`config.mk`:
```
export PLATFORM = sky130hd
export DESIGN_NAME = post_period_timer
export DESIGN_NICKNAME = d
export VERILOG_FILES = /design/src/rtl/post_pkg.sv /design/src/rtl/post_period_timer_seg7_digit.sv /design/src/rtl/post_period_timer.sv
export SDC_FILE = /design/constraint.sdc
export NUM_CORES = 1
export LEC_CHECK = 0
export CAP_MARGIN = 30
export CORE_MARGIN = 2
export CORE_UTILIZATION = 50
export DETAILED_ROUTE_END_ITERATION = 16
export GPL_ROUTABILITY_DRIVEN = 0
export PLACE_DENSITY = 0.78
export SLEW_MARGIN = 20
export SYNTH_ARGS = -nofsm -noshare
export SYNTH_HDL_FRONTEND = slang
export SYNTH_HIERARCHICAL = 1
export SYNTH_SLANG_ARGS = --single-unit
```
`constraint.sdc`:
```
create_clock -name Clk100M -period 2.5 [get_ports Clk100M]
set_input_delay 0.5 -clock Clk100M [delete_from_list [all_inputs] [get_ports Clk100M]]
set_output_delay 0.5 -clock Clk100M [all_outputs]
set_load 0.005 [all_outputs]
```
`src/rtl/post_pkg.sv`:
```
// Shared definitions for the post-period countdown timer.
//   postState_e : FSM states (IDLE, RUN, DONE)
//   SEG_BLANK   : all segments off (active-low)
//   SEG_ROM     : active-low {dp,g,f,e,d,c,b,a} codes for digits 0..9
//   bcd_dec     : BCD decrement with borrow ripple (0 -> 9 per nibble)
//   bcd_sat     : clamps every nibble above 9 down to 9
//   to_bcd      : converts a small integer constant to packed BCD
// Helpers work on a fixed MAX_DIGITS-wide vector; callers zero-extend
// and truncate with width casts.
package post_pkg;

    typedef enum logic [1:0] {
        IDLE = 2'd0,
        RUN  = 2'd1,
        DONE = 2'd2
    } postState_e;

    localparam int MAX_DIGITS = 8;

    localparam logic [7:0] SEG_BLANK = 8'hFF;

    // Packed so that SEG_ROM[d] yields the code for digit d.
    localparam logic [9:0][7:0] SEG_ROM = {
        8'h90, 8'h80, 8'hF8, 8'h82, 8'h92,
        8'h99, 8'hB0, 8'hA4, 8'hF9, 8'hC0
    };

    function automatic logic [31:0] bcd_dec(input logic [31:0] value);
        logic [31:0] result;
        logic        borrow;
        result = value;
        borrow = 1'b1;
        for (int i = 0; i < MAX_DIGITS; i++) begin
            if (borrow) begin
                if (value[4*i +: 4] == 4'd0) begin
                    result[4*i +: 4] = 4'd9;
                end else begin
                    result[4*i +: 4] = value[4*i +: 4] - 4'd1;
                    borrow           = 1'b0;
                end
            end
        end
        return result;
    endfunction

    function automatic logic [31:0] bcd_sat(input logic [31:0] value);
        logic [31:0] result;
        result = value;
        for (int i = 0; i < MAX_DIGITS; i++) begin
            if (value[4*i +: 4] > 4'd9) begin
                result[4*i +: 4] = 4'd9;
            end
        end
        return result;
    endfunction

    function automatic logic [31:0] to_bcd(input int value);
        logic [31:0] result;
        int          rest;
        result = '0;
        rest   = (value < 0) ? 0 : value;
        for (int i = 0; i < MAX_DIGITS; i++) begin
            result[4*i +: 4] = 4'(rest % 10);
            rest             = rest / 10;
        end
        return result;
    endfunction

endpackage

```
`src/rtl/post_period_timer_seg7_digit.sv`:
```
// One seven-segment digit decoder (purely combinational).
//   bcd   : BCD digit 0..9 (values above 9 show blank)
//   blank : forces all segments off
//   seg   : active-low {dp,g,f,e,d,c,b,a}; dp is always off
module seg7_digit
    import post_pkg::*;
(
    input  logic [3:0] bcd,
    input  logic       blank,
    output logic [7:0] seg
);

    always_comb begin
        seg = SEG_BLANK;
        if (!blank && (bcd <= 4'd9)) begin
            seg = SEG_ROM[bcd];
        end
    end

endmodule

```
`src/rtl/post_period_timer.sv`:
```
// Post-period countdown timer. A postSig rising edge loads a BCD duration
// which is then decremented once every TICK_DIV clocks; expiry pulses
// levelComplete for one cycle. Drives NUM_DIGITS seven-segment digits with
// leading-zero blanking and an optional blink over the last seconds.
//   Clk100M       : system clock
//   Rst_n         : asynchronous active-low reset
//   postSig       : start request (rising edge starts)
//   abort         : synchronous cancel, beats everything else
//   durBcd        : duration in BCD seconds, sampled on the start edge
//   busy          : high while counting
//   remBcd        : remaining seconds, BCD
//   levelComplete : one-cycle pulse at expiry
//   postSeg       : digit i at [8i+7:8i], active-low, registered (1-cycle lag)
module post_period_timer
    import post_pkg::*;
#(
    parameter int NUM_DIGITS = 4,
    parameter int TICK_DIV   = 100000000,
    parameter int BLINK_LAST = 3,
    parameter int RETRIGGER  = 0
) (
    input  logic                    Clk100M,
    input  logic                    Rst_n,
    input  logic                    postSig,
    input  logic                    abort,
    input  logic [NUM_DIGITS*4-1:0] durBcd,
    output logic                    busy,
    output logic [NUM_DIGITS*4-1:0] remBcd,
    output logic                    levelComplete,
    output logic [NUM_DIGITS*8-1:0] postSeg
);

    localparam int W  = NUM_DIGITS * 4;
    localparam int PW = $clog2(TICK_DIV);

    localparam logic [PW-1:0] TICK_LAST  = PW'(TICK_DIV - 1);
    localparam logic [PW-1:0] BLINK_FROM = PW'(TICK_DIV / 2);
    localparam logic [W-1:0]  BLINK_BCD  = W'(to_bcd(BLINK_LAST));

    postState_e      stateReg, stateNext;
    logic [PW-1:0]   prescalerReg, prescalerNext;
    logic [W-1:0]    remBcdReg, remBcdNext;
    logic            postSigQReg;
    logic [W*2-1:0]  postSegReg;
    logic [W*2-1:0]  postSegNext;

    logic            startEdge;
    logic            tick;
    logic [W-1:0]    loadVal;
    logic [W-1:0]    decVal;
    logic            blinkOff;
    logic [NUM_DIGITS-1:0] digitBlank;

    assign startEdge = postSig & ~postSigQReg;
    assign tick      = (prescalerReg == TICK_LAST);
    assign loadVal   = W'(bcd_sat(32'(durBcd)));
    assign decVal    = W'(bcd_dec(32'(remBcdReg)));

    always_comb begin
        stateNext     = stateReg;
        prescalerNext = prescalerReg;
        remBcdNext    = remBcdReg;
        if (abort) begin
            stateNext     = IDLE;
            prescalerNext = '0;
            remBcdNext    = '0;
        end else begin
            case (stateReg)
                IDLE: begin
                    if (startEdge) begin
                        remBcdNext    = loadVal;
                        prescalerNext = '0;
                        stateNext     = (loadVal == '0) ? DONE : RUN;
                    end
                end
                RUN: begin
                    // A reload also swallows an expiry landing in the same cycle.
                    if (startEdge && (RETRIGGER != 0)) begin
                        remBcdNext    = loadVal;
                        prescalerNext = '0;
                        stateNext     = (loadVal == '0) ? DONE : RUN;
                    end else if (tick) begin
                        prescalerNext = '0;
                        if (remBcdReg <= W'(1)) begin
                            remBcdNext = '0;
                            stateNext  = DONE;
                        end else begin
                            remBcdNext = decVal;
                        end
                    end else begin
                        prescalerNext = prescalerReg + PW'(1);
                    end
                end
                DONE: begin
                    remBcdNext = '0;
                    stateNext  = IDLE;
                end
                default: begin
                    remBcdNext    = '0;
                    prescalerNext = '0;
                    stateNext     = IDLE;
                end
            endcase
        end
    end

    // Blink blanks the whole display during the upper half of each second.
    assign blinkOff = (BLINK_LAST > 0) && (remBcdReg <= BLINK_BCD)
                      && (prescalerReg >= BLINK_FROM);

    // DONE needs no special case: remBcd is 0 there and no digit is blanked,
    // so every digit decodes to "0".
    for (genvar gi = 0; gi < NUM_DIGITS; gi++) begin : g_digit
        logic leadBlank;
        if (gi == 0) begin : g_first
            assign leadBlank = 1'b0;
        end else begin : g_upper
            assign leadBlank = ~|remBcdReg[W-1:4*gi];
        end

        assign digitBlank[gi] = (stateReg == IDLE)
                                || ((stateReg == RUN) && (blinkOff || leadBlank));

        seg7_digit u_seg (
            .bcd   (remBcdReg[4*gi +: 4]),
            .blank (digitBlank[gi]),
            .seg   (postSegNext[8*gi +: 8])
        );
    end

    always_ff @(posedge Clk100M or negedge Rst_n) begin
        if (!Rst_n) begin
            stateReg     <= IDLE;
            prescalerReg <= '0;
            remBcdReg    <= '0;
            postSigQReg  <= 1'b0;
            postSegReg   <= {NUM_DIGITS{SEG_BLANK}};
        end else begin
            stateReg     <= stateNext;
            prescalerReg <= prescalerNext;
            remBcdReg    <= remBcdNext;
            postSigQReg  <= postSig;
            postSegReg   <= postSegNext;
        end
    end

    assign busy          = (stateReg == RUN);
    assign levelComplete = (stateReg == DONE);
    assign remBcd        = remBcdReg;
    assign postSeg       = postSegReg;

endmodule

```
==> out/qor.csv <==
stage,metric,value,unit
run_status,status,"finished, final reports clean",
sta,skew final,10.9,ps
setup_path,startpoint types,flip-flop,
grt,first-pass GRT wire length,19000,µm
cells_and_area,"Core Util, Final",66.1,%
routing,total routed wirelength,11600,µm
yosys,#FFs+latches synth,78,
pwr,PD cells,1130,nW/µm²
yosys,largest area contributor in the netlist,dfrtp_1,
sta,TNS Setup,0,ps
yosys,predominant post-synthesis flop cell,dfrtp_1,
die,IO Pins,70,
yosys,"EDFF count, synth",0,
die,Rows,35,
yosys,post-synthesis cell count,493,
sta,part of the cycle the worst path needs,97.8,%
setup_path,crit path DAT,2680,ps
yosys,"Cell Area, Synth",4710,µm²
grt,largest net degree at the start of global routing,58,
clock_network,CTS Root Cell,clkbuf_8,
placement,hpwl dp,8470,µm
pwr,maximum vdd drop,0.466,mV
sta,endpoints failing setup,0,
sta,RSZ-0062 raised after global routing,true,
routing,Initial DRC Count,291,
sta,Tmin final,2450,ps
yosys,Synth area leaders,"dfrtp_1 (24%), dfstp_2 (18%), ha_1 (6.4%), nor2_1 (4.5%), o21ai_0 (3.9%)",
pwr,Leak Pwr,2.56,nW
routing,1st-pass router iterations,7,
clock_network,Worst-path clk slew,70,ps
clock_network,hold_buf cts,0,
sta,Hold Slack,195,ps
routing,routed via count,4158,
clock_network,CTS tree,built,
setup_path,CP endpoint kind,flip-flop,
yosys,Cell variety after synth,72,
placement,Area after DPL,5760,µm²
yosys,"top cells by count, synth","nor2_1 (56), dfrtp_1 (46), nand2_1 (42)",
hold_path,Hold Path Class,input port to async pin,
die,die area,10200,µm²
cells_and_area,Final nets,647,
routing,Final ANT Viol Nets,0,
sta,Worst Tran Pin Value,725,ps
sta,final slew viol count,0,
cells_and_area,post-route insts no fill,719,
clock_network,H-tree levels,3,
grt,antenna violations before repair,0,
grt,GR Overflow Total,0,
die,Die W,101,µm
setup_path,CP Max Fanout,5,
die,core area,9200,µm²
placement,Port Buffers,69,
placement,Cells after DPL,699,
grt,GRT Overall Usage,23.4,%
cells_and_area,share of cells above drive strength 1,22.5,%
die,Starting Density,51.2,%
flow_run,max_cap viols,0,
yosys,Yosys warning total,6,
yosys,top-count cell post-synth,nor2_1,
clock_network,clk_lat worst skew,360,ps
clock_network,Inserted Clock Buffers,9,
yosys,top cell type's share of synthesized area,24.4,%
setup_path,worst endpoint required time,2740,ps
yosys,register area share after synthesis,42.3,%
sta,Fin. Hold Viols,0,
grt,vias in the first global route,4053,
yosys,Synth Net Count,537,
clock_network,maximum root-to-sink buffer count,2,
clock_network,Clock Sinks,78,
routing,per-cell routed wire length,16.1,µm
yosys,asr flop ratio synth,100,%
cells_and_area,final instance area,6080,µm²
cells_and_area,Filler Cells Inserted,756,
cells_and_area,area grow syn2layout,29.0,%
cells_and_area,ant diodes,0,
routing,# DRC,0,
sta,f_max,409,MHz
setup_path,Crit Path Class,flip-flop to flip-flop,
sta,max_slew headroom,51.2,%
die,Die Height,101,µm
yosys,syn avg cell area,9.55,µm²
routing,DR vias/cell,5.78,
-- metal layers --
layer  wire length (µm)  vias to the layer above  GRT usage, %
li1                   -                     1955             -
met1               4780                     1993          29.5
met2               5640                      166          38.6
met3                706                       44          4.02
met4                434                        0          11.6
met5                  0                        -             0
-- repair_timing --
action,CTS,global route
setup buffers,0,4
setup endpoints to repair,0,35
resized for setup,0,17
-- state kept, by name (all words and copies together) (netlist names) --
register / cells
postSeg: 32
postSigQReg: 1
prescalerReg: 27
remBcd: 16
stateReg: 2
-- final timing paths --
kind,startpoint,end,slack [ps],cells past startpoint
setup / recovery,remBcd[12],remBcd[9],50,9
hold / removal,Rst_n,remBcd[6],200,1
setup reg to reg,remBcd[12],remBcd[9],50,9
hold reg to reg,prescalerReg[5],prescalerReg[5],540,2
max in group asynchronous,Rst_n,postSeg[10],1590,2
min in group Clk100M,prescalerReg[5],prescalerReg[5],540,2
-- layout make-up --
type	instances	area [µm²]	area share, %
well taps	111	139	2.29
flip-flops and latches	78	1990	32.8
clock inverters	4	70.1	1.15
clock buffers	12	155	2.55
multi-input cells	372	2550	42.0
repair buffers	119	1080	17.8
inverters	23	86.3	1.42
-- report_power, final --
part / leakage [nW] / internal (mW) / switching (mW) / total, mW
combinational: 1.48 / 1.83 / 2.13 / 3.96
clock: 0.116 / 0.614 / 0.463 / 1.08
sequential: 0.964 / 1.66 / 0.155 / 1.82
total: 2.56 / 4.10 / 2.75 / 6.85
-- placed cells by master (no fill, tap or decap), types with 4 or more instances in the layout --
master	instances
clkdlybuf4s50_1	68
nor2_1	56
buf_4	49
dfrtp_1	44
nand2_1	42
o21ai_0	33
dfstp_2	32
a21oi_1	30
ha_1	24
inv_1	23
xor2_1	18
clkbuf_8	11
nand2b_1	10
xnor2_1	10
nor3_1	9
nand4_1	8
nor4_1	7
nand3_1	7
a21oi_4	6
o31ai_1	5
o21bai_4	5
a22o_1	5
o211ai_1	5
or4_1	4
a22oi_1	4
a31oi_1	4
o21ai_1	4
nor3b_1	4
a32o_1	4
and2b_2	4
conb_1	4
-- through the flow --
step / total power [mW] / setup slack [ps]
2_1_floorplan: 4.06 / 35.2
3_3_place_gp: 5.47 / 64.8
3_5_place_dp: 5.56 / -64.4
4_1_cts: 6.64 / 13.3
5_1_grt: 7.31 / -21.9
6_report: 6.85 / 54.8
-- cells by family after synthesis --
logic type                 count (synthesis)  synth area share [%]
adders and majority gates                 24                  6.38
muxes                                      4                 0.956
buffers and inverters                     43                  4.65
other                                      4                 0.319
xor gates and xnor gates                  28                  5.21
and+or+nand+nor                          180                  19.9
DFF                                       78                  42.3
AOI/OAI and AO/OA                        132                  20.3
-- worst max-delay path, stage by stage (launching register included) --
cell and delay (ps):
dfrtp_1 390, inv_1 100, ha_1 200, or3b_2 530, a21oi_4 180, buf_4 140, nand2_1 150, a41oi_1 270
nor2_1 60, mux2_1 300
Power figures use the tool's default switching activity.
==> RTL edit, RTL diff (same flow settings) <==
Add an input register stage for `postSig`, `abort` and `durBcd`, with the module's reset; this delays them by one clock.
--- a/src/rtl/post_period_timer.sv
+++ b/src/rtl/post_period_timer.sv
@@ -37,6 +37,22 @@
     localparam logic [PW-1:0] BLINK_FROM = PW'(TICK_DIV / 2);
     localparam logic [W-1:0]  BLINK_BCD  = W'(to_bcd(BLINK_LAST));
 
+    logic postSig_q;
+    logic abort_q;
+    logic [NUM_DIGITS*4-1:0] durBcd_q;
+
+    always_ff @(posedge Clk100M or negedge Rst_n) begin
+        if (!Rst_n) begin
+            postSig_q <= '0;
+            abort_q   <= '0;
+            durBcd_q  <= '0;
+        end else begin
+            postSig_q <= postSig;
+            abort_q   <= abort;
+            durBcd_q  <= durBcd;
+        end
+    end
+
     postState_e      stateReg, stateNext;
     logic [PW-1:0]   prescalerReg, prescalerNext;
     logic [W-1:0]    remBcdReg, remBcdNext;
@@ -51,16 +67,16 @@
     logic            blinkOff;
     logic [NUM_DIGITS-1:0] digitBlank;
 
-    assign startEdge = postSig & ~postSigQReg;
+    assign startEdge = postSig_q & ~postSigQReg;
     assign tick      = (prescalerReg == TICK_LAST);
-    assign loadVal   = W'(bcd_sat(32'(durBcd)));
+    assign loadVal   = W'(bcd_sat(32'(durBcd_q)));
     assign decVal    = W'(bcd_dec(32'(remBcdReg)));
 
     always_comb begin
         stateNext     = stateReg;
         prescalerNext = prescalerReg;
         remBcdNext    = remBcdReg;
-        if (abort) begin
+        if (abort_q) begin
             stateNext     = IDLE;
             prescalerNext = '0;
             remBcdNext    = '0;
@@ -139,7 +155,7 @@
             stateReg     <= stateNext;
             prescalerReg <= prescalerNext;
             remBcdReg    <= remBcdNext;
-            postSigQReg  <= postSig;
+            postSigQReg  <= postSig_q;
             postSegReg   <= postSegNext;
         end
     end
Behaviour: not the same (Yosys sat finds a counterexample within 4 cycles, from zero or initial values and one cycle with Rst_n low).
==> RTL edit against the original RTL <==
- count of clock-buffer cells in the layout fell by 1
- via count up 4.9%
- total power is 9.4% higher
- sequential cell count rose by 18
- synthesized area increased by 9.4%
- first-iteration DRC count is 36% higher
- routed wire length grew 1.4%
- worst setup slack improved by 0.0012 ns
- maximum frequency hardly changed
- design area grew 7.2%
- sequential share of layout area increased by 4.7 points
- combinational power grew 2%
- critical path type unchanged
- largest power group unchanged
- highest routed layer unchanged
==> RTL edit: results (changes against the original RTL) <==
Clock network
  • H-tree Lvls: 3 (unchanged)
  • Worst-skew pair later-pin latency: 0.37 ns
  • Worst-path clk slew: 0.09 ns (was 0.07 ns)

Setup path
  • R2R Path End: remBcd[11] (was remBcd[9])
  • CP Max Fanout: 7 (was 5)
  • CP max stage cell: or4_4 (was or3b_2)
  • Reg-to-Reg Start: prescalerReg[13] (was remBcd[12])
  • Crit-path max cell delay: 0.58 ns (was 0.53 ns)
  • Worst reg2reg path depth: 6 (was 9)
  • WP data arrival: 2.70 ns (was 2.68 ns)

Logic synthesis
  • Commonest cells post-synth: dfrtp_1 (64), nor2_1 (51), o21ai_0 (45), nand2_1 (43), dfstp_2 (32) (was nor2_1 (56), dfrtp_1 (46), nand2_1 (42), o21ai_0 (37))
  • Sequential area share after synthesis: 0.474 (was 0.423)
  • Cells after synthesis: 520 (was 493)
  • Post-synth cell types: 66 (was 72)
  • Synth top area cells: dfrtp_1 (31%), dfstp_2 (16%), ha_1 (5.8%), o21ai_0 (4.4%), nor2_1 (3.7%) (was dfrtp_1 (24%), dfstp_2 (18%), ha_1 (6.4%), nor2_1 (4.5%), o21ai_0 (3.9%))
  • Syn_nets: 564 (was 537)

Detailed routing
  • Drt via density: 5.69 (was 5.78)
  • Detailed Routing Iterations Pass 1: 5 (was 7)
  • Vias: 4361 (was 4158)
  • DRT iter0 DRCs: 396 (was 291)
  • DRT Wirelength: 11700 um (was 11600 um)

Global routing
  • First-pass GRT wire length: 19300 um (was 19000 um)
  • Number of global-route vias before repair: 4216 (was 4053)
  • Pin count of the biggest net entering global routing: 63 (was 58)
  • Gr usage total: 0.214 (was 0.234)

Power and ir drop
  • Leakage: 2.66 nW (was 2.56 nW)
  • PD cells: 1150 nW/um^2 (was 1130 nW/um^2)
  • Net Sw Frac: 0.380 (was 0.401)
  • Comb pwr share: 0.540 (was 0.578)
  • Peak VDD IR: 0.468 mV (was 0.466 mV)
  • Power Clock: 1.19 mW (was 1.08 mW)

Timing
  • Final clock skew: 0.0106 ns (was 0.0109 ns)
  • Hold Slack: 0.0660 ns (was 0.195 ns)
  • Slew of the pin with the lowest slew margin: 0.600 ns (was 0.725 ns)

Finish
  • Final nets: 670 (was 647)
  • Share of cells above drive strength 1: 0.206 (was 0.225)
  • Number of fill cells: 818 (was 756)
  • Layout area overhead: 26.5% (was 29.0%)

Place
  • Placed cell count: 749 (was 699)
  • DP HPWL: 8510 um (was 8470 um)
  • Worst slack at placement: 0.0168 ns (was -0.0644 ns)
  • Post-DP Area: 6230 sq um (was 5760 sq um)

Worst hold path
  • HP Class: in -> async (unchanged)

Outcome
  • Run status: finished, final reports clean (unchanged)
-- RTL edit: layout make-up --
type / count / area share
Tap cell: 136 / 0.0261
Multi-Input combinational cell: 380 / 0.389
Sequential cell: 96 / 0.375
Clock buffer: 11 / 0.0202
Clock inverter: 5 / 0.0161
Timing Repair Buffer: 114 / 0.159
Inverter: 25 / 0.0144
-- RTL edit: cell families (layout without fill, tap and decap cells) --
kind of cell | Yosys count | count (layout) | synth area share
xor+xnor | 24 | 24 | 0.0408
flops | 96 | 96 | 0.474
mux | 4 | 4 | 0.00826
simple gates | 186 | 186 | 0.185
fa+ha+maj | 24 | 24 | 0.0583
compound gates | 138 | 138 | 0.189
buf+inv | 44 | 155 | 0.0415
other cells | 4 | 4 | 0.00291
-- RTL edit: worst max-delay path by stage --
stage                          start  slack (ns)          end  depth (start not counted)
CTS                        remBcd[1]       0.005   remBcd[11]                          6
global placement          remBcd[12]        0.08   remBcd[11]                          9
floorplan                 remBcd[12]        0.02   remBcd[11]                          8
global route              remBcd[12]       -0.08    remBcd[8]                         11
finish              prescalerReg[13]        0.06   remBcd[11]                          6
detailed placement        remBcd[12]        0.02  postSeg[21]                         12
-- RTL edit: layer usage --
layer / share of wire / up-vias / global-route usage / routed length, um
li1: - / 2045 / - / -
met1: 0.43 / 2060 / 0.272 / 5020
met2: 0.47 / 204 / 0.346 / 5540
met3: 0.061 / 52 / 0.0340 / 719
met4: 0.038 / 0 / 0.124 / 440
met5: 0 / - / 0 / 0
-- RTL edit: what timing repair did --
item / CTS / global route
pin swaps: 1 / 2
endpoints found under the setup margin: 6 / 42
setup buffers: 0 / 2
endpoints found under the hold margin: 0 / 0
resized for setup: 3 / 7
